## src/rtl/booth_mult32_seq.sv

```systemverilog
// booth_mult32_seq
// ----------------
// Sequential signed multiplier built on radix-4 Booth (bit-pair) recoding.
// A start pulse in IDLE captures both operands. Each following clock retires
// one bit-pair of the multiplier. After WIDTH/2 steps the 2*WIDTH-bit product
// is written to product_hi/product_lo, and done pulses for one cycle.
//
// Handshake: start is sampled only while busy=0. The cycle that has done=1 is
// already IDLE, so a start in that cycle is accepted. Results hold until the
// next completed operation or reset.
//
// Ports:
//   clk           system clock, rising edge
//   clr           asynchronous active-low reset
//   start         request pulse, ignored while busy
//   multiplicand  signed operand M (WIDTH bits)
//   multiplier    signed operand Q (WIDTH bits)
//   busy          high while an operation is in progress
//   done          one-cycle pulse when the product outputs are valid
//   product_hi    upper WIDTH bits of the signed product
//   product_lo    lower WIDTH bits of the signed product
//   dbg_state     current FSM state (0 = IDLE, 1 = BUSY)
//
// Optional feature (macro MUL_EARLY_TERM_EN):
//   When defined, a BUSY edge can find that every unconsumed multiplier bit
//   and q_-1 are identical. In that case all remaining recodings are zero, so
//   that edge finishes the operation with a single wide arithmetic shift.
//   Latency then ranges from 1 to WIDTH/2 cycles. When the macro is undefined,
//   latency is fixed at WIDTH/2 cycles.

module booth_mult32_seq #(
  parameter int WIDTH = 32
) (
  input  logic             clk,
  input  logic             clr,
  input  logic             start,
  input  logic [WIDTH-1:0] multiplicand,
  input  logic [WIDTH-1:0] multiplier,
  output logic             busy,
  output logic             done,
  output logic [WIDTH-1:0] product_hi,
  output logic [WIDTH-1:0] product_lo,
  output logic [0:0]       dbg_state
);

  localparam int N  = WIDTH / 2;
  localparam int CW = $clog2(N + 1);

  typedef enum logic [0:0] {IDLE = 1'b0, BUSY = 1'b1} state_t;

  state_t           state;
  logic [WIDTH-1:0] m_reg;
  logic [WIDTH+1:0] a_reg;   // two guard bits absorb -2M of the most-negative M
  logic [WIDTH-1:0] q_reg;
  logic             q_m1;
  logic [CW-1:0]    cnt;

  logic [WIDTH+1:0] m_ext;
  logic [WIDTH+1:0] m2_ext;
  logic [WIDTH+1:0] addend;
  logic [WIDTH+1:0] sum;
  logic [WIDTH+1:0] a_next;
  logic [WIDTH-1:0] q_next;
  logic             last_step;

  assign dbg_state = state;
  assign m_ext     = {{2{m_reg[WIDTH-1]}}, m_reg};
  assign m2_ext    = {m_ext[WIDTH:0], 1'b0};

  // Recode {Q[1],Q[0],q_-1} into one of {0, +M, +2M, -2M, -M}.
  always_comb begin
    addend = '0;
    case ({q_reg[1:0], q_m1})
      3'b001, 3'b010: addend = m_ext;
      3'b011:         addend = m2_ext;
      3'b100:         addend = -m2_ext;
      3'b101, 3'b110: addend = -m_ext;
      default:        addend = '0;
    endcase
  end

  // Add modulo 2^(WIDTH+2), then shift {A,Q,q_-1} right arithmetically by 2.
  assign sum       = a_reg + addend;
  assign a_next    = {{2{sum[WIDTH+1]}}, sum[WIDTH+1:2]};
  assign q_next    = {sum[1:0], q_reg[WIDTH-1:2]};
  assign last_step = (cnt == CW'(N - 1));

`ifdef MUL_EARLY_TERM_EN
  logic [WIDTH-1:0]           live;    // multiplier bits not yet consumed
  logic                       early;
  logic [CW:0]                sh_amt;
  logic signed [2*WIDTH+1:0]  aq_cat;
  logic signed [2*WIDTH+1:0]  aq_sh;

  // After cnt steps, the unconsumed multiplier bits sit in Q[WIDTH-1-2*cnt:0].
  always_comb begin
    live = '0;
    for (int i = 0; i < WIDTH; i++) begin
      live[i] = (i < (WIDTH - 2 * int'(cnt)));
    end
  end

  assign early  = ((&(q_reg | ~live)) & q_m1) | ((~|(q_reg & live)) & ~q_m1);
  assign sh_amt = (CW + 1)'(2 * (N - int'(cnt)));
  assign aq_cat = {a_reg, q_reg};
  assign aq_sh  = aq_cat >>> sh_amt;
`endif

  always_ff @(posedge clk or negedge clr) begin
    if (!clr) begin
      state      <= IDLE;
      m_reg      <= '0;
      a_reg      <= '0;
      q_reg      <= '0;
      q_m1       <= 1'b0;
      cnt        <= '0;
      busy       <= 1'b0;
      done       <= 1'b0;
      product_hi <= '0;
      product_lo <= '0;
    end else begin
      done <= 1'b0;
      case (state)
        IDLE: begin
          if (start) begin
            m_reg <= multiplicand;
            q_reg <= multiplier;
            a_reg <= '0;
            q_m1  <= 1'b0;
            cnt   <= '0;
            busy  <= 1'b1;
            state <= BUSY;
          end
        end
        BUSY: begin
`ifdef MUL_EARLY_TERM_EN
          if (early) begin
            product_hi <= aq_sh[2*WIDTH-1:WIDTH];
            product_lo <= aq_sh[WIDTH-1:0];
            busy       <= 1'b0;
            done       <= 1'b1;
            state      <= IDLE;
          end else
`endif
          begin
            a_reg <= a_next;
            q_reg <= q_next;
            q_m1  <= q_reg[1];
            cnt   <= cnt + CW'(1);
            if (last_step) begin
              product_hi <= a_next[WIDTH-1:0];
              product_lo <= q_next;
              busy       <= 1'b0;
              done       <= 1'b1;
              state      <= IDLE;
            end
          end
        end
        default: state <= IDLE;
      endcase
    end
  end

endmodule

```

## config.mk

```make
export PLATFORM = sky130hd
export DESIGN_NAME = booth_mult32_seq
export DESIGN_NICKNAME = d
export VERILOG_FILES = /design/src/rtl/booth_mult32_seq.sv
export SDC_FILE = /design/constraint.sdc
export NUM_CORES = 1
export LEC_CHECK = 0
export CORE_MARGIN = 10
export CORE_UTILIZATION = 47
export DETAILED_ROUTE_END_ITERATION = 8
export GPL_TIMING_DRIVEN = 1
export PLACE_DENSITY = 0.69
export SYNTH_ARGS = -nofsm -noshare
export SYNTH_HDL_FRONTEND = slang
export SYNTH_SLANG_ARGS = --single-unit
export TNS_END_PERCENT = 10
```

## constraint.sdc

```tcl
create_clock -name clk -period 5.8 [get_ports clk]
set_clock_uncertainty 0.1 [all_clocks]
set_input_delay 0.87 -clock clk [delete_from_list [all_inputs] [get_ports clk]]
set_output_delay 0.87 -clock clk [all_outputs]
set_load 0.05 [all_outputs]
```

# Yosys cells after proc, flatten, opt, wreduce, memory -nomap -nowiden
# Cells that the tools add are included.
classes:
  add_sub_neg: 4
  eq_ne: 9
  mux: 17
  bitwise_logic: 1
  n_reduce_logical: 5
ops:
  columns: ["op", "n"]
  rows:
  - ["$pmux W34 S4", 1]
  - ["$neg A34 Y34", 2]
  - ["$pmux W34 S2", 1]
  - ["$pmux W32 S2", 1]
  - ["$add A34 B34 Y34", 1]
  - ["$mux W34", 1]
  - ["$mux W32", 1]
  - ["$pmux W5 S2", 1]
  - ["$eq A3 B3 Y1 const B", 3]
  - ["$mux W1", 7]
  - ["$eq A3 B2 Y1 const B", 2]
  - ["$pmux W1 S2", 3]
  - ["$reduce_and A2 Y1", 3]
  - ["$add A5 B1 Y5 const B", 1]
  - ["$eq A5 B4 Y1 const B", 1]
  - ["$mux W5", 1]
  - ["$reduce_or A2 Y1", 2]
  - ["$eq A3 B1 Y1 const B", 1]
  - ["$ne A2 B1 Y1 const B", 1]
  - ["$ne A2 B2 Y1 const B", 1]
  - ["$not A1 Y1", 1]
word_totals:
  reg_bits: 171
  in_bits: 67
  out_inout_bits: 67
  elab_cells: 46

# Longest topological paths before layout
# Gate-level depths: netlist of the first run.
depth:
  word_depth: 5
  depth_mapped: 21
  mapped_depth_nobuf: 19

# Worst setup path after synthesis of the first run
# Ideal clock, no wire load.
synth_timing:
  path_kind: "register to register"
  start: "register m_reg[1]"
  end: "register product_hi[28]"
  setup_time_ns: 0.131
  arrival_ns: 4.602
  path_slack_ns: 0.966
  stages_incl_launch_ff: 19
  path_buffers: 0
  period_less_slack_ns: 4.834
  cell_sequence: "dfrtp_1 -> inv_1 -> ha_1 -> nor2b_1 -> nand4_1 -> or4_4 -> or4b_1 -> xnor2_1 -> a221oi_1 -> a21oi_1 -> ha_1 -> a21oi_1 -> o21ai_0 -> nand2_1 -> nand2_1 -> a21o_1 -> a221o_1 -> and4b_1 -> or3_1"
synth_between:
  elab_chain_len: 3
  elab_cells_between_ends: 4
  classes_between: "add/sub: 3; mux: 1"
synth_rtl:
  columns: ["item", "line", "text"]
  rows:
  - ["start: declaration", "52", "logic [WIDTH-1:0] m_reg;"]
  - ["start signal: assignment", "126", "m_reg <= multiplicand;"]
  - ["$neg A34 Y34, on equally long branches", "77, 76", null]
  - ["$pmux W34 S4 (*)", "73", "case ({q_reg[1:0], q_m1})"]
  - ["$add A34 B34 Y34 (*)", "83", "assign sum = a_reg + addend;"]
  - ["end signal: assignment", "151", "product_hi <= a_next[WIDTH-1:0];"]
  - ["end: declaration", "41", "output logic [WIDTH-1:0] product_hi,"]
# Mark *: on every way between the ends. The rest lies on a longest branch, timed or not.
# A chain may end at the register's enable or synchronous reset.

# Worst setup path after layout of the first run
layout_timing:
  start: "register m_reg[14]"
  end: "register product_hi[30]"
# The elaborated chain is that of the path after synthesis.

==> results by group, run 1 <==
Job
  – Max_cap viols: 0

Global route
  – Routing usage on met2: roughly a third
  – Met1 Resource Use GR: 29.4%
  – GR Overflow Total: 0
  – Largest net degree at the start of global routing: just under 90
  – Most used routing layer in global routing: met2
  – Global Route met3 Usage: 5.44%
  – Total global routing track utilization: 21.4%
  – Antenna violations before repair: 0
  – First-pass GRT wire length: 50300 um
  – Number of global-route vias before repair: 9116

Setup path
  – Worst Path Required: 6.08 ns
  – Crit path cell chain: or4_1, or4_1, nor3_2, nand3_1, nand2_1, xnor2_1, a221oi_1, nor2_1, ha_1, nand4_1, or2_2, nor2_1, nand4_1, o221ai_1, nor2_1, or4_1, nand3_1
  – Worst path bufs/invs: 0
  – Crit-path max FO: 13
  – Reg2reg start: m_reg[14]
  – Critical path launch point type: flip-flop
  – Crit end category: flip-flop
  – Top Family by Delay on Critical Path: simple AND/OR/NAND/NOR gates
  – Arrival time of the worst setup path: ~5.7 ns
  – Reg2reg end: product_hi[30]
  – WS Path Type: reg -> reg
  – Worst R2R Setup Slack: 0.38 ns
  – Largest stage delay, worst path: 0.69 ns
  – Crit-path slowest cell: or4_1
  – Reg2reg path depth: 17

CTS
  – Worst-Skew Late Latency: 0.45 ns
  – Post_cts resized: 0
  – Sink Count: approximately 170
  – Setup Buffers After CTS: 0
  – CTS tree: built
  – CTS Hold Bufs: 0
  – CTS H-tree lvls: 4
  – Worst-case clock buffer depth: 2
  – Root Buffer: clkbuf_16
  – Clock-pin slew on the worst setup and hold paths: 0.08 ns
  – TritonCTS buffer count: 17

Detailed routing
  – Vias: 9352
  – Vias per cell: ~6
  – Avg WL per Cell: 19.5 um
  – DRT antenna net count: 0
  – Post-route DRC: 0
  – Initial DRC Count: 727
  – DRT Pass-1 Iters: 6
  – Post-Route WL: 30900 um

Die
  – DIE AREA: 28800 um^2
  – Die height: between 150 and 200 um
  – Die width: 170 um
  – Core Area: between 20000 and 25000 um^2
  – I/O pin cnt: around 130
  – Row count: 54
  – Starting Density: around half

STA
  – Slew @ Worst Pin: 1.02 ns
  – RSZ-0062 raised after global routing: false
  – Setup violators final: 0
  – Fin worst setup slack: 0.381 ns
  – Max_slew headroom: a little under a third
  – Minimum clock period: 5.42 ns
  – Max-slew violations: 0
  – Final period util: between 90 and 100%
  – F_max: 0.185 GHz
  – Fin. Hold Viols: 0
  – Fin Setup TNS: 0 ns

Layout
  – Ant. Diodes: 0
  – Final Net Count: 1392
  – Share of post-route cells with drive strength above 1: 8.38%
  – Area Overhead vs Synth: 20.7%

Logic synthesis
  – Syn Nets: 1309
  – Syn Inst Count: 1205
  – Synth warn: 0
  – Predominant post-synthesis flop cell: dfrtp_1
  – Syn avg cell area: approximately 9 um^2
  – Synth Register Bits: 169
  – Post-synth EDFFs: 0
  – Sequential-to-total area share from yosys stat: between 40% and 50%
  – Ys async rst share: 100%
  – Count of cell types in the netlist: 65
  – Synthesized area: 10500 um^2

Placement
  – Pre-CTS setup slack: 0.453 ns
  – GPL Wtd Cong: slightly above 0.9
  – IO buf count: 133
  – Post-DP HPWL: 21700 um

Hold path
  – Hold WC Path Type: in -> async

Status
  – Status: complete, no violations
-- routing by layer --
metal | part of all wire, % | vias up | wire, um
li1 | - | 4485 | -
met1 | 45 | 4495 | 13900
met2 | 46 | 343 | 14300
met3 | 7.7 | 29 | 2380
met4 | 1.1 | 0 | 335
met5 | 0 | - | 0
-- area by class of cell --
class                   instances  area, um^2
inverters                      22        82.6
fillers                      1955        9230
flip-flops and latches        169        4230
well taps                     280         350
clock inverters                15         241
multi-input cells             926        5910
repair buffers                152        1480
clock buffers                  17         425
-- worst max path at each step --
| stage | cells after the start | endpoint | slack (ns) | from |
|---|---|---|---|---|
| after global placement | 17 | product_hi[30] | 0.51 | m_reg[14] |
| after floorplan | 18 | product_hi[28] | 0.97 | m_reg[1] |
| final | 17 | product_hi[30] | 0.38 | m_reg[14] |
| after global routing | 17 | product_hi[30] | 0.04 | m_reg[14] |
| after CTS | 17 | product_hi[30] | 0.43 | m_reg[14] |
| after detailed placement | 17 | product_hi[30] | 0.45 | m_reg[14] |
-- through the flow --
step                      hold slack (ns)  util [%]  std cells  cell area [um^2]
after floorplan                     0.355         -       1205             10500
after CTS                           0.380      58.0       1581             12700
after global routing                0.405      58.0       1581             12700
final                               0.376      58.0       1581             12700
after global placement              0.359      54.9       1549             12100
after detailed placement            0.361      54.9       1549             12100
-- synthesized netlist by cell type, drive strengths merged, types with 4 or more instances --
cell / n / area share [%]
a211oi: 4 / 0.28
a21boi: 4 / 0.28
a21o: 23 / 1.6
a21oi: 54 / 2.6
a221oi: 9 / 0.75
a22o: 24 / 2.0
a22oi: 16 / 1.1
a31oi: 13 / 0.77
a32oi: 4 / 0.33
and2: 7 / 0.42
and3: 8 / 0.47
buf: 13 / 0.57
clkbuf: 75 / 2.7
dfrtp: 169 / 40
ha: 36 / 4.3
inv: 21 / 0.75
mux2: 37 / 3.9
mux2i: 42 / 4.0
nand2: 242 / 8.6
nand2b: 11 / 0.65
nand3: 18 / 0.85
nand3b: 4 / 0.28
nand4: 10 / 0.59
nand4b: 4 / 0.33
nor2: 53 / 1.9
nor2b: 6 / 0.36
nor3: 25 / 1.3
nor4: 5 / 0.36
o2111ai: 4 / 0.33
o21a: 12 / 0.85
o21ai: 98 / 4.6
o21bai: 5 / 0.36
o221ai: 12 / 1.0
o22ai: 12 / 0.71
o31ai: 13 / 0.93
or2: 4 / 0.24
or3: 14 / 0.88
or4: 6 / 0.46
xnor2: 38 / 3.2
xor2: 21 / 1.7
-- cells in the final DEF (no fill, tap or decap), drive strengths merged, types with 14 or more instances in the layout --
cell type	netlist	routed
xor2	21	21
or3	14	14
buf	13	21
mux2i	42	42
nor3	25	25
nor2	53	53
nand3	18	18
xnor2	38	38
dfrtp	169	169
clkdlybuf4s50	0	131
clkbuf	75	17
a21oi	54	54
nand2	242	242
inv	21	30
mux2	37	37
a21o	23	23
a22o	24	24
o21ai	98	98
a22oi	16	16
ha	36	36
-- cells by family (layout without fill, tap and decap cells) --
kind of cell | count (synthesis) | after routing | synth area share (%)
fa+ha+maj | 37 | 37 | 4.46
compound gates | 326 | 326 | 20.3
simple gates | 425 | 425 | 18.3
buf+inv | 110 | 206 | 4.02
xor+xnor | 59 | 59 | 4.90
flops | 169 | 169 | 40.1
mux | 79 | 79 | 7.93
Power of run 1 is not shown: default switching activity piles up to over one toggle a cycle in this logic, so the estimate is an artifact.
==> run 2: changes to the inputs <==
--- a/config.mk
+++ b/config.mk
@@ -5,11 +5,13 @@
 export SDC_FILE = /design/constraint.sdc
 export NUM_CORES = 1
 export LEC_CHECK = 0
+export CORE_ASPECT_RATIO = 0.6
 export CORE_MARGIN = 10
-export CORE_UTILIZATION = 47
+export CORE_UTILIZATION = 60
 export DETAILED_ROUTE_END_ITERATION = 8
+export DONT_BUFFER_PORTS = 1
 export GPL_TIMING_DRIVEN = 1
-export PLACE_DENSITY = 0.69
+export PLACE_DENSITY = 0.76
 export SYNTH_ARGS = -nofsm -noshare
 export SYNTH_HDL_FRONTEND = slang
 export SYNTH_SLANG_ARGS = --single-unit
==> results by group, run 2 (synthesis results as in run 1) <==
Global route
  – Most used routing layer in global routing: met1 (was met2)
  – GR Overflow Total: 0 (unchanged)
  – Number of global-route vias before repair: 8141 (was 9116)
  – Routing usage on met2: 33.3% (was 33.7%)
  – Global Route met3 Usage: 7.71% (was 5.44%)
  – Largest net degree at the start of global routing: 170 (was 88)
  – Met1 Resource Use GR: 40.4% (was 29.4%)
  – First-pass GRT wire length: 47400 um (was 50300 um)
  – Total global routing track utilization: 25.6% (was 21.4%)
  – Antenna violations before repair: 0 (unchanged)

Job
  – Max_cap viols: 0 (unchanged)

Setup path
  – Worst Path Required: 6.01 ns (was 6.08 ns)
  – Crit-path max FO: 6 (was 13)
  – WS Path Type: reg -> reg (unchanged)
  – Arrival time of the worst setup path: 5.69 ns (was 5.70 ns)
  – Reg2reg end: product_hi[28] (was product_hi[30])
  – Crit end category: flip-flop (unchanged)
  – Critical path launch point type: flip-flop (unchanged)
  – Reg2reg path depth: 18 (was 17)
  – Worst R2R Setup Slack: 0.32 ns (was 0.38 ns)
  – Reg2reg start: m_reg[0] (was m_reg[14])

Hold path
  – Hold WC Path Type: in -> async (unchanged)

CTS
  – Root Buffer: clkbuf_16 (unchanged)
  – CTS Hold Bufs: 0 (unchanged)
  – CTS H-tree lvls: 4 (unchanged)
  – Sink Count: 169 (unchanged)
  – Clock-pin slew on the worst setup and hold paths: 0.07 ns (was 0.08 ns)
  – TritonCTS buffer count: 17 (unchanged)
  – Post_cts resized: 0 (unchanged)
  – Worst-case clock buffer depth: 2 (unchanged)
  – CTS tree: built (unchanged)
  – Setup Buffers After CTS: 0 (unchanged)
  – Worst-Skew Late Latency: 0.44 ns (was 0.45 ns)

Placement
  – IO buf count: 0 (was 133)
  – Post-DP HPWL: 21400 um (was 21700 um)
  – GPL Wtd Cong: 0.978 (was 0.928)

Die
  – Starting Density: 61.4% (was 48.0%)
  – I/O pin cnt: 134 (unchanged)
  – Die width: 191 um (was 170 um)
  – Row count: 37 (was 54)
  – Die height: 123 um (was 170 um)
  – DIE AREA: 23500 um^2 (was 28800 um^2)
  – Core Area: 17200 um^2 (was 22000 um^2)

STA
  – Final period util: 94.5% (was 93.4%)
  – Minimum clock period: 5.48 ns (was 5.42 ns)
  – Fin. Hold Viols: 0 (unchanged)
  – RSZ-0062 raised after global routing: false (unchanged)
  – Slew @ Worst Pin: 1.02 ns (about the same)
  – F_max: 0.182 GHz (was 0.185 GHz)
  – Max-slew violations: 0 (unchanged)
  – Fin Setup TNS: 0 ns (unchanged)
  – Max_slew headroom: 31.5% (was 31.7%)
  – Setup violators final: 0 (unchanged)

Detailed routing
  – DRT Pass-1 Iters: 5 (was 6)
  – Vias: 9002 (was 9352)
  – Vias per cell: 6.43 (was 5.92)
  – Post-route DRC: 0 (unchanged)
  – Avg WL per Cell: 21.4 um (was 19.5 um)
  – Post-Route WL: 30000 um (was 30900 um)
  – Initial DRC Count: 1160 (was 727)
  – DRT antenna net count: 0 (unchanged)

Layout
  – Most common library cell in the layout ignoring fill and taps: nand2_1 (unchanged)
  – Share of post-route cells with drive strength above 1: 9.00% (was 8.38%)
  – Most frequent cells in the layout: 241 x nand2_1, 168 x dfrtp_1, 98 x o21ai_0 (was 241 x nand2_1, 168 x dfrtp_1, 131 x clkdlybuf4s50_1)
  – FF/Latch Area: 4230 um^2 (unchanged)
  – Area Overhead vs Synth: 7.12% (was 20.7%)
  – Final Net Count: 1259 (was 1392)
  – Ant. Diodes: 0 (unchanged)
  – Multi-input gate area: 5910 um^2 (about the same)
  – Final Util: 65.8% (was 58.0%)
  – Filler cells: 1452 (was 1955)

Status
  – Status: complete, no violations (unchanged)
==> run 2: how the worst max path moves through the flow <==
stage / endpoint / from / slack [ns] / depth (start not counted)
global route: product_hi[28] / m_reg[2] / 0.03 / 17
detailed placement: product_hi[28] / m_reg[0] / 0.52 / 18
global placement: product_hi[28] / m_reg[8] / 0.61 / 17
floorplan: product_hi[28] / m_reg[1] / 0.97 / 18
finish: product_hi[28] / m_reg[0] / 0.32 / 18
CTS: product_hi[28] / m_reg[0] / 0.48 / 18
==> run 2: through the flow <==
| stage | cell area (um^2) | std cells | hold WS (ns) | setup slack, ns |
|---|---|---|---|---|
| 3_5_place_dp | 10700 | 1370 | 0.377 | 0.519 |
| 3_3_place_gp | 10700 | 1370 | 0.372 | 0.610 |
| 6_report | 11300 | 1401 | 0.0319 | 0.317 |
| 2_1_floorplan | 10500 | 1205 | 0.355 | 0.966 |
| 4_1_cts | 11300 | 1401 | 0.00969 | 0.479 |
| 5_1_grt | 11300 | 1401 | 0.00879 | 0.0289 |
==> run 2: final cells by class <==
class                           instances  area share, %
Timing Repair Buffer                   19           1.26
Clock inverter                         12           1.75
Multi-Input combinational cell        926           52.3
Inverter                               22          0.731
Sequential cell                       169           37.5
Clock buffer                           19           3.92
Tap cell                              234           2.59
==> run 2: worst max-delay path: stages (launching register included) <==
cell and delay [ns]:
dfrtp_1 0.42, inv_1 0.11, ha_1 0.27, nor2b_1 0.32
nand4_1 0.31, or4_4 0.55, or4b_1 0.56, xnor2_1 0.15
a221oi_1 0.29, a21oi_1 0.10, ha_1 0.38, a21oi_1 0.38
o21ai_0 0.15, nand2_1 0.10, nand2_1 0.06, a21o_1 0.19
a221o_1 0.34, and4b_1 0.22, or3_1 0.37
==> run 2: layer usage <==
layer,vias up,part of all wire [%]
met4,0,0.68
li1,4211,-
met1,4331,49
met5,-,0
met3,16,10
met2,444,40
Power of run 2 is left out for the same reason.
